[src/rtl/i2c_ads1115_target.sv]
// I2C target that answers like an ADS1115: a pointer register plus four
// 16-bit registers (conversion, config, lo/hi threshold), with open-drain SDA.
// The conversion register is supplied from fabric and the config register
// is exposed with a one-cycle update strobe.
module i2c_ads1115_target #(
  parameter logic [6:0]  DEV_ADDR      = 7'b1001000,
  parameter logic [15:0] CONFIG_RST    = 16'h8583,
  parameter logic [15:0] LO_THRESH_RST = 16'h8000,
  parameter logic [15:0] HI_THRESH_RST = 16'h7FFF
) (
  input  logic        clk,
  input  logic        rst,
  input  logic        scl_in,
  input  logic        sda_in,
  output logic        sda_oe,
  input  logic [15:0] conv_data,
  output logic [15:0] config_out,
  output logic        config_wr,
  output logic        busy
);

  typedef enum logic [3:0] {
    S_IDLE, S_ADDR, S_WR_PTR, S_WR_MSB, S_WR_LSB,
    S_ACK_WAIT, S_ACK_OUT, S_RD_BYTE, S_RD_ACK, S_RD_NEXT, S_IGNORE
  } state_t;

  state_t      state, resume;
  logic        scl_s1, scl_s2, scl_d;
  logic        sda_s1, sda_s2, sda_d;
  logic [6:0]  rx_shift;
  logic [6:0]  tx_shift;
  logic [3:0]  bit_cnt;
  logic [1:0]  pointer;
  logic [7:0]  msb_buf;
  logic [15:0] lo_thresh, hi_thresh;
  logic [15:0] snap;
  logic        lsb_next;

  logic        scl_rise, scl_fall, start_cond, stop_cond;
  logic [7:0]  rx_byte;
  logic [7:0]  next_byte;
  logic [15:0] rd_src;

  // Two-flop synchronizers plus one history flop per pin for edge detection.
  // NOTE: the sync chain resets to 1 (idle bus level) so leaving reset on a
  // quiet bus does not look like a falling edge or a START.
  always_ff @(posedge clk or posedge rst) begin
    if (rst) begin
      {scl_s1, scl_s2, scl_d} <= 3'b111;
      {sda_s1, sda_s2, sda_d} <= 3'b111;
    end else begin
      // NOTE: non-blocking assignments let every flop sample the pre-edge
      // value, which is what turns this into a shift chain.
      {scl_s1, scl_s2, scl_d} <= {scl_in, scl_s1, scl_s2};
      {sda_s1, sda_s2, sda_d} <= {sda_in, sda_s1, sda_s2};
    end
  end

  assign scl_rise   = scl_s2 & ~scl_d;
  assign scl_fall   = ~scl_s2 & scl_d;
  assign start_cond = scl_s2 & scl_d & sda_d & ~sda_s2;
  assign stop_cond  = scl_s2 & scl_d & ~sda_d & sda_s2;
  assign rx_byte    = {rx_shift, sda_s2};

  // Read source selected by the pointer, and the byte to send after a master ACK.
  always_comb begin
    // NOTE: every always_comb output gets a default first so no latch is inferred.
    rd_src    = conv_data;
    next_byte = snap[15:8];
    case (pointer)
      2'b01:   rd_src = config_out;
      2'b10:   rd_src = lo_thresh;
      2'b11:   rd_src = hi_thresh;
      default: rd_src = conv_data;
    endcase
    if (lsb_next) next_byte = snap[7:0];
  end

  // Protocol FSM: bus conditions, byte reception, ACK drive and read shifting.
  always_ff @(posedge clk or posedge rst) begin
    if (rst) begin
      state      <= S_IDLE;
      resume     <= S_IDLE;
      sda_oe     <= 1'b0;
      busy       <= 1'b0;
      config_out <= CONFIG_RST;
      config_wr  <= 1'b0;
      lo_thresh  <= LO_THRESH_RST;
      hi_thresh  <= HI_THRESH_RST;
      pointer    <= 2'b00;
      rx_shift   <= '0;
      tx_shift   <= '0;
      bit_cnt    <= '0;
      msb_buf    <= '0;
      snap       <= '0;
      lsb_next   <= 1'b0;
    end else begin
      config_wr <= 1'b0;
      if (start_cond) begin
        state   <= S_ADDR;
        bit_cnt <= '0;
        sda_oe  <= 1'b0;
        busy    <= 1'b1;
      end else if (stop_cond) begin
        state  <= S_IDLE;
        sda_oe <= 1'b0;
        busy   <= 1'b0;
      end else begin
        case (state)
          S_ADDR, S_WR_PTR, S_WR_MSB, S_WR_LSB: begin
            if (scl_rise) begin
              rx_shift <= rx_byte[6:0];
              bit_cnt  <= bit_cnt + 4'd1;
              if (bit_cnt == 4'd7) begin
                bit_cnt <= '0;
                state   <= S_ACK_WAIT;
                case (state)
                  S_ADDR: begin
                    if (rx_byte[7:1] == DEV_ADDR) begin
                      resume <= rx_byte[0] ? S_RD_BYTE : S_WR_PTR;
                    end else begin
                      state <= S_IGNORE;
                      busy  <= 1'b0;
                    end
                  end
                  S_WR_PTR: begin
                    pointer <= rx_byte[1:0];
                    resume  <= S_WR_MSB;
                  end
                  S_WR_MSB: begin
                    msb_buf <= rx_byte;
                    resume  <= S_WR_LSB;
                  end
                  default: begin
                    // Commit on the 8th rising edge of the LSB; pointer 00 is read-only.
                    resume <= S_WR_MSB;
                    case (pointer)
                      2'b01: begin
                        config_out <= {msb_buf, rx_byte};
                        config_wr  <= 1'b1;
                      end
                      2'b10:   lo_thresh <= {msb_buf, rx_byte};
                      2'b11:   hi_thresh <= {msb_buf, rx_byte};
                      default: ;
                    endcase
                  end
                endcase
              end
            end
          end
          S_ACK_WAIT: begin
            if (scl_fall) begin
              sda_oe <= 1'b1;
              state  <= S_ACK_OUT;
            end
          end
          S_ACK_OUT: begin
            if (scl_fall) begin
              if (resume == S_RD_BYTE) begin
                // Snapshot taken as the address ACK ends; later conv_data changes are ignored.
                snap     <= rd_src;
                tx_shift <= rd_src[14:8];
                sda_oe   <= ~rd_src[15];
                bit_cnt  <= 4'd1;
                lsb_next <= 1'b1;
                state    <= S_RD_BYTE;
              end else begin
                sda_oe <= 1'b0;
                state  <= resume;
              end
            end
          end
          S_RD_BYTE: begin
            if (scl_fall) begin
              if (bit_cnt == 4'd8) begin
                sda_oe <= 1'b0;
                state  <= S_RD_ACK;
              end else begin
                sda_oe   <= ~tx_shift[6];
                tx_shift <= {tx_shift[5:0], 1'b0};
                bit_cnt  <= bit_cnt + 4'd1;
              end
            end
          end
          S_RD_ACK: begin
            if (scl_rise) begin
              if (sda_s2) begin
                state <= S_IGNORE;
                busy  <= 1'b0;
              end else begin
                state <= S_RD_NEXT;
              end
            end
          end
          S_RD_NEXT: begin
            if (scl_fall) begin
              sda_oe   <= ~next_byte[7];
              tx_shift <= next_byte[6:0];
              bit_cnt  <= 4'd1;
              lsb_next <= ~lsb_next;
              state    <= S_RD_BYTE;
            end
          end
          default: ;
        endcase
      end
    end
  end

endmodule

[config.mk]
export PLATFORM = sky130hd
export DESIGN_NAME = i2c_ads1115_target
export DESIGN_NICKNAME = d
export VERILOG_FILES = /design/src/rtl/i2c_ads1115_target.sv
export SDC_FILE = /design/constraint.sdc
export NUM_CORES = 1
export LEC_CHECK = 0
export ABC_AREA = 0
export CAP_MARGIN = 20
export CORE_ASPECT_RATIO = 1.5
export CORE_MARGIN = 4
export CORE_UTILIZATION = 40
export DETAILED_ROUTE_END_ITERATION = 12
export PLACE_DENSITY = 0.55
export RECOVER_POWER = 100
export SETUP_SLACK_MARGIN = 0.02
export SLEW_MARGIN = 20
export SYNTH_ARGS = -nofsm -noshare
export SYNTH_HDL_FRONTEND = slang
export SYNTH_SLANG_ARGS = --single-unit
[constraint.sdc]
create_clock -name clk -period 7.61 [get_ports clk]
set_clock_uncertainty 0.2 [all_clocks]
set_input_delay 0.761 -clock clk [delete_from_list [all_inputs] [get_ports clk]]
set_output_delay 0.761 -clock clk [all_outputs]
set_load 0.05 [all_outputs]
==> results of run 1 <==
==> final timing paths <==
kind                           from             to  slack [ns]  cells after the start
max                        state[0]  lo_thresh[13]        4.21                      5
min                          sda_s1         sda_s2        0.17                      0
max reg2reg                state[0]  lo_thresh[13]        4.21                      5
min reg2reg                  sda_s1         sda_s2        0.17                      0
max in group asynchronous       rst      resume[0]        4.45                      3
min in group asynchronous       rst       state[3]        1.18                      2
==> synthesized netlist by cell type (all sizes together), types with 2 or more instances <==
cell / number / area, um2
mux2: 84 / 972
dfrtp: 81 / 2030
dfstp: 28 / 736
nor2: 26 / 110
o21ai: 22 / 110
nand2: 18 / 70.1
mux4: 16 / 360
buf: 12 / 77.6
nor3: 9 / 56.3
a21oi: 8 / 40.0
a221oi: 8 / 70.1
inv: 8 / 30.0
mux2i: 8 / 80.1
nand2b: 8 / 50.1
nand3: 7 / 47.6
clkbuf: 5 / 18.8
nand3b: 5 / 50.1
a211oi: 4 / 30.0
a31oi: 4 / 31.3
o31ai: 3 / 22.5
or2: 3 / 18.8
a21boi: 2 / 15.0
a22o: 2 / 17.5
ha: 2 / 25.0
nor3b: 2 / 15.0
o21a: 2 / 15.0
or3: 2 / 12.5
xnor2: 2 / 17.5
==> cell type report <==
type	instances	area, um2	share of cell area, %
flip-flops and latches	109	2760	46.1
inverters	8	31.3	0.522
clock buffers	10	239	3.99
well taps	159	199	3.32
repair buffers	41	399	6.66
multi-input cells	264	2300	38.4
clock inverters	6	57.6	0.961
==> metal layers <==
metal  global-route usage, %  routed length [um]  vias to the layer above
li1                        -                   -                     1543
met1                    20.3                4870                     1705
met2                    29.0                6500                       46
met3                    2.58                 211                       15
met4                    5.46                 214                        0
met5                       0                   0                        -
==> logic make-up after synthesis <==
kind of cell             count (synthesis)
buffers and inverters                   25
XOR/XNOR                                 2
AO/OA/AOI/OAI                           62
adder cells (fa/ha/maj)                  2
AND/OR/NAND/NOR                         90
flip-flops                             109
multiplexers                           108
==> sequential cells by signal, indices dropped and copies added, names as in the netlist, 7 cells and up <==
signal      count
tx_shift        7
msb_buf         8
hi_thresh      16
config_out     16
lo_thresh      16
rx_shift        7
snap           16
==> power breakdown <==
| group | leakage, nW | internal, mW | total [mW] | switching (mW) |
|---|---|---|---|---|
| Sequential | 1.38 | 0.654 | 0.778 | 0.124 |
| Combinational | 1.15 | 0.205 | 0.431 | 0.226 |
| Clock | 0.138 | 0.236 | 0.457 | 0.221 |
| Total | 2.67 | 1.09 | 1.67 | 0.571 |
==> through the flow <==
step / hold slack [ns] / power [mW] / instances / setup slack, ns / util [%]
2_1_floorplan: 0.145 / 1.10 / 398 / 3.82 / -
3_3_place_gp: 0.146 / 1.23 / 581 / 4.92 / 44.7
3_5_place_dp: 0.148 / 1.24 / 581 / 4.88 / 44.7
4_1_cts: 0.163 / 1.70 / 597 / 4.89 / 46.9
5_1_grt: 0.168 / 1.77 / 597 / 3.92 / 46.2
6_report: 0.167 / 1.67 / 597 / 4.21 / 46.2
==> flow_summary_export.csv, run 1 <==
group,metric,value,unit
setup_path,path_cells,"or4b_1 > nor3_1 > nand2_2 > nor2_1 > mux2_2",
clocking,ctsHoldBuffers,0,
yosys,yosysSeqAreaShare,52.4,%
grt,antenna_found_initial,0,
place,gp_congestion,0.848,
yosys,synthesis.nets,420,
power_and_ir_drop,ir_drop,0.144,mV
detailed_routing,wl_per_cell,19.7,um
detailed_routing,drc,0,
cells_and_area,layout_common_cells,"81 x dfrtp_1, 59 x mux2_2, 26 x nor2_1, 26 x dfstp_2, 25 x mux2_1",
power_and_ir_drop,powerDensity,278,nW/um2
grt,grt_pass1_vias,3481,
cells_and_area,fillCellCount,1188,
grt,grtUsageTotal,16.5,%
detailed_routing,drt_iter0_drc,100,
sta,fin_setup_tns,0,ns
die,core,13000,um2
place,io_buffers,38,
yosys,synth-seq-cells,109,
clocking,cts_made_buffers,9,
setup_path,arrival,3.43,ns
yosys,synth-simple-area-share,9.79,%
grt,grt_pass1_wl,18900,um
yosys,synth_area_per_cell,13.3,um2
die,die-area,15100,um2
setup_path,cp_num_buf_inv,0,
detailed_routing,antenna_left,0,
grt,grt_overflow,0,
grt,grt_max_degree,66,
place,placed_area,5780,um2
sta,rsz0062_at_grt,"false",
die,io_pins,39,
detailed_routing,vias,3309,
cells_and_area,finalNetCount,455,
cells_and_area,post-route-cell-area,5990,um2
setup_path,cp_top_family,"simple AND/OR/NAND/NOR gates",
yosys,yosysUniqueCellTypes,56,
yosys,synthCells,398,
die,start_util,40.7,%
cells_and_area,layout.cells.most_common,"dfrtp_1",
setup_path,end_kind,"register",
clocking,clockRootBuffer,"clkbuf_16",
power_and_ir_drop,leakage,2.67,nW
yosys,synthAdderAreaFrac,0.474,%
sta,finalCritPeriodShare,44.7,%
yosys,synth_xor_area_share,0.332,%
clocking,clkSlewWorstSetupHoldPaths,0.07,ns
setup_path,worst_ep_required_time,7.64,ns
cells_and_area,drive_gt1_share,29.0,%
place,dp_hpwl,8410,um
clocking,cts_buffer_depth,2,
setup_path,slowest_stage,"nor2_1",
clocking,cts.repair.resized,0,
status,violations,"max-capacitance violations, max-slew violations",
sta,drv_slew,46,
status,status,"finished, violations left",
setup_path,slowest_delay,1.09,ns
clocking,h-tree-depth,3,
sta,setup_viol,0,
setup_path,worst_setup_path_start_kind,"register",
yosys,synth-main-ff-cell,"dfrtp_1",
sta,hold_viol,0,
setup_path,path_class,"register to register",
yosys,async_flop_share,100,%
yosys,synth_top_family_by_area,"multiplexers",
sta,max_slew.worst_pin.slew,1.98,ns
detailed_routing,first_pass_iters,4,
sta,maxSlewHeadroom,-32.9,%
clocking,clk_latency,0.35,ns
hold_path,hp-class,"register to register",
detailed_routing,routed_wl,11800,um
clocking,post-cts-setup-buffers,0,
detailed_routing,viasPerCell,5.54,
clocking,cts_sinks,109,
yosys,synthMuxAreaShare,26.8,%
setup_path,critPathMaxFanout,16,
yosys,ys_warn_count,0,
sta,max_clock_freq,0.294,GHz
die,die_w,102,um
yosys,synth-compound-area-share,7.87,%
die,die_h,149,um
sta,period_needed,3.40,ns
cells_and_area,syn_to_final_growth,13.5,%
clocking,cts_tree,"yes",
yosys,syn-cell-area,5280,um2
die,rows,51,
flow_run,maxCapViolations,1,
cells_and_area,diodes,0,
yosys,synth_edf_count,0,
No activity file was read; power rests on OpenSTA's default activity.
==> run 2, diff against run 1 <==
==> constraint.sdc (replaced) <==
create_clock -name clk -period 3.5 [get_ports clk]
set_clock_uncertainty 0.2 [all_clocks]
set_input_delay 0.35 -clock clk [delete_from_list [all_inputs] [get_ports clk]]
set_output_delay 0.35 -clock clk [all_outputs]
set_load 0.05 [all_outputs]
==> run 2 against run 1 <==
  * Critical path type unchanged
  * Design area up 1.4%
  * The flow still finishes with violations (max-capacitance violations, max-slew violations)
  * Register-to-register slack lost 3.7 ns
  * Power is 120% higher
  * Clock-buffer cell count stayed put
  * Largest power group unchanged
==> flow_summary_export.csv, run 2 (synthesis gave the netlist of run 1 again) <==
group,metric,value,unit
power_and_ir_drop,p_switching,1.25,mW
cells_and_area,finalNetCount,462,
die,core,13000,um2
place,dp_hpwl,8550,um
place,gp_congestion,0.853,
grt,grt_pass1_vias,3660,
cells_and_area,post-route-cell-area,6070,um2
cells_and_area,syn_to_final_growth,15.1,%
power_and_ir_drop,p_clk_share,27.1,%
hold_path,hp-class,"register to register",
detailed_routing,antenna_left,0,
power_and_ir_drop,leakage,2.75,nW
detailed_routing,drt_iter0_drc,123,
grt,grt_overflow,0,
detailed_routing,routed_wl,12000,um
grt,grt_max_degree,57,
cells_and_area,fillCellCount,1172,
grt,grt_pass1_wl,20000,um
setup_path,worst-r2r-setup-slack,0.50,ns
sta,maxSlewHeadroom,-43.1,%
clocking,cts_made_buffers,9,
sta,rsz0062_at_grt,"false",
die,die_h,149,um
power_and_ir_drop,seqPwrFrac,46.3,%
setup_path,crit_path_end,"lo_thresh[13]",
detailed_routing,first_pass_iters,5,
clocking,clockRootBuffer,"clkbuf_16",
sta,fin_setup_tns,0,ns
grt,antenna_found_initial,0,
sta,max_slew.worst_pin.slew,2.15,ns
clocking,clkSlewWorstSetupHoldPaths,0.08,ns
setup_path,path_cells,"or4b_1 > nor3_4 > nand2_2 > nor2_2 > mux2_2",
power_and_ir_drop,ir_drop,0.233,mV
sta,hold_viol,0,
sta,max_clock_freq,0.334,GHz
setup_path,slowest_delay,0.68,ns
power_and_ir_drop,p_int,2.37,mW
clocking,cts.repair.resized,0,
clocking,cts_buffer_depth,2,
power_and_ir_drop,combPwrFrac,26.6,%
sta,drv_slew,57,
clocking,ctsHoldBuffers,0,
setup_path,end_kind,"register",
setup_path,worst_ep_required_time,3.53,ns
hold_path,min-delay-start,"scl_s1",
place,placed_area,5840,um2
power_and_ir_drop,switching_share,34.6,%
setup_path,arrival,3.03,ns
cells_and_area,diodes,0,
cells_and_area,drive_gt1_share,30.8,%
sta,setup_viol,0,
die,die-area,15100,um2
setup_path,worst_setup_path_start_kind,"register",
cells_and_area,layout_common_cells,"81 x dfrtp_1, 59 x mux2_2, 26 x dfstp_2",
detailed_routing,wl_per_cell,19.8,um
setup_path,worstRegToRegCells,5,
setup_path,crit_start,"state[0]",
clocking,h-tree-depth,3,
die,start_util,40.7,%
clocking,clk_latency,0.35,ns
die,die_w,102,um
setup_path,critPathMaxFanout,16,
grt,grtUsageTotal,17.4,%
clocking,post-cts-setup-buffers,0,
setup_path,path_class,"register to register",
power_and_ir_drop,powerDensity,597,nW/um2
status,status,"finished, violations left",
setup_path,reg2reg_from,"state[0]",
cells_and_area,final_cells,604,
sta,holdWs,0.163,ns
clocking,cts_sinks,109,
detailed_routing,drc,0,
detailed_routing,viasPerCell,5.54,
clocking,cts_tree,"yes",
flow_run,maxCapViolations,1,
place,placedCellCount,588,
setup_path,slowest_stage,"nor2_2",
place,io_buffers,38,
cells_and_area,layout.cells.most_common,"dfrtp_1",
die,rows,51,
sta,period_needed,3.00,ns
sta,finalCritPeriodShare,85.6,%
setup_path,r2r_end,"lo_thresh[13]",
hold_path,hold_depth,0,
status,violations,"max-capacitance violations, max-slew violations",
detailed_routing,vias,3347,
die,io_pins,39,
==> run 2: worst min path at each step <==
stage / to / slack, ns
final: scl_s2 / 0.16
after global routing: sda_s2 / 0.16
after CTS: sda_s2 / 0.16
after detailed placement: sda_s2 / 0.15
after global placement: sda_s2 / 0.15
after floorplan: scl_s2 / 0.15
==> run 2: worst max-delay path, delay by kind of cell (launching register included) <==
kind,cells,cell delay [ns]
DFF,1,0.54
muxes,1,0.41
and+or+nand+nor,4,1.73
==> run 2: final cells by class <==
type	count	area, um2	area share [%]
Tap cell	159	199	3.28
Timing Repair Buffer	48	449	7.40
Sequential cell	109	2760	45.5
Clock buffer	10	229	3.77
Multi-Input combinational cell	264	2340	38.6
Clock inverter	6	58.8	0.968
Inverter	8	30.0	0.495
==> run 2: routing by layer <==
metal / global-route usage, % / up-vias / part of all wire, %
li1: - / 1569 / -
met1: 21.4 / 1706 / 41
met2: 30.5 / 58 / 54
met3: 3.05 / 14 / 3.0
met4: 5.39 / 0 / 1.9
met5: 0 / - / 0
==> run 2: power groups by stage <==
stage               Clock [mW]  Sequential, mW  Combinational [mW]
CTS                       1.02            1.68               0.990
global placement             0            1.70               0.981
floorplan                    0            1.60               0.795
finish                   0.984            1.68               0.963
global route              1.07            1.72                1.07
detailed placement           0            1.71               0.989
==> run 2: per-stage QoR <==
stage          setup slack (ns)  total power, mW  util, %
2_1_floorplan             0.122             2.39        -
3_3_place_gp              0.852             2.68     45.1
3_5_place_dp              0.780             2.70     45.1
4_1_cts                   0.771             3.70     47.3
5_1_grt                   0.351             3.86     46.9
6_report                  0.503             3.63     46.9
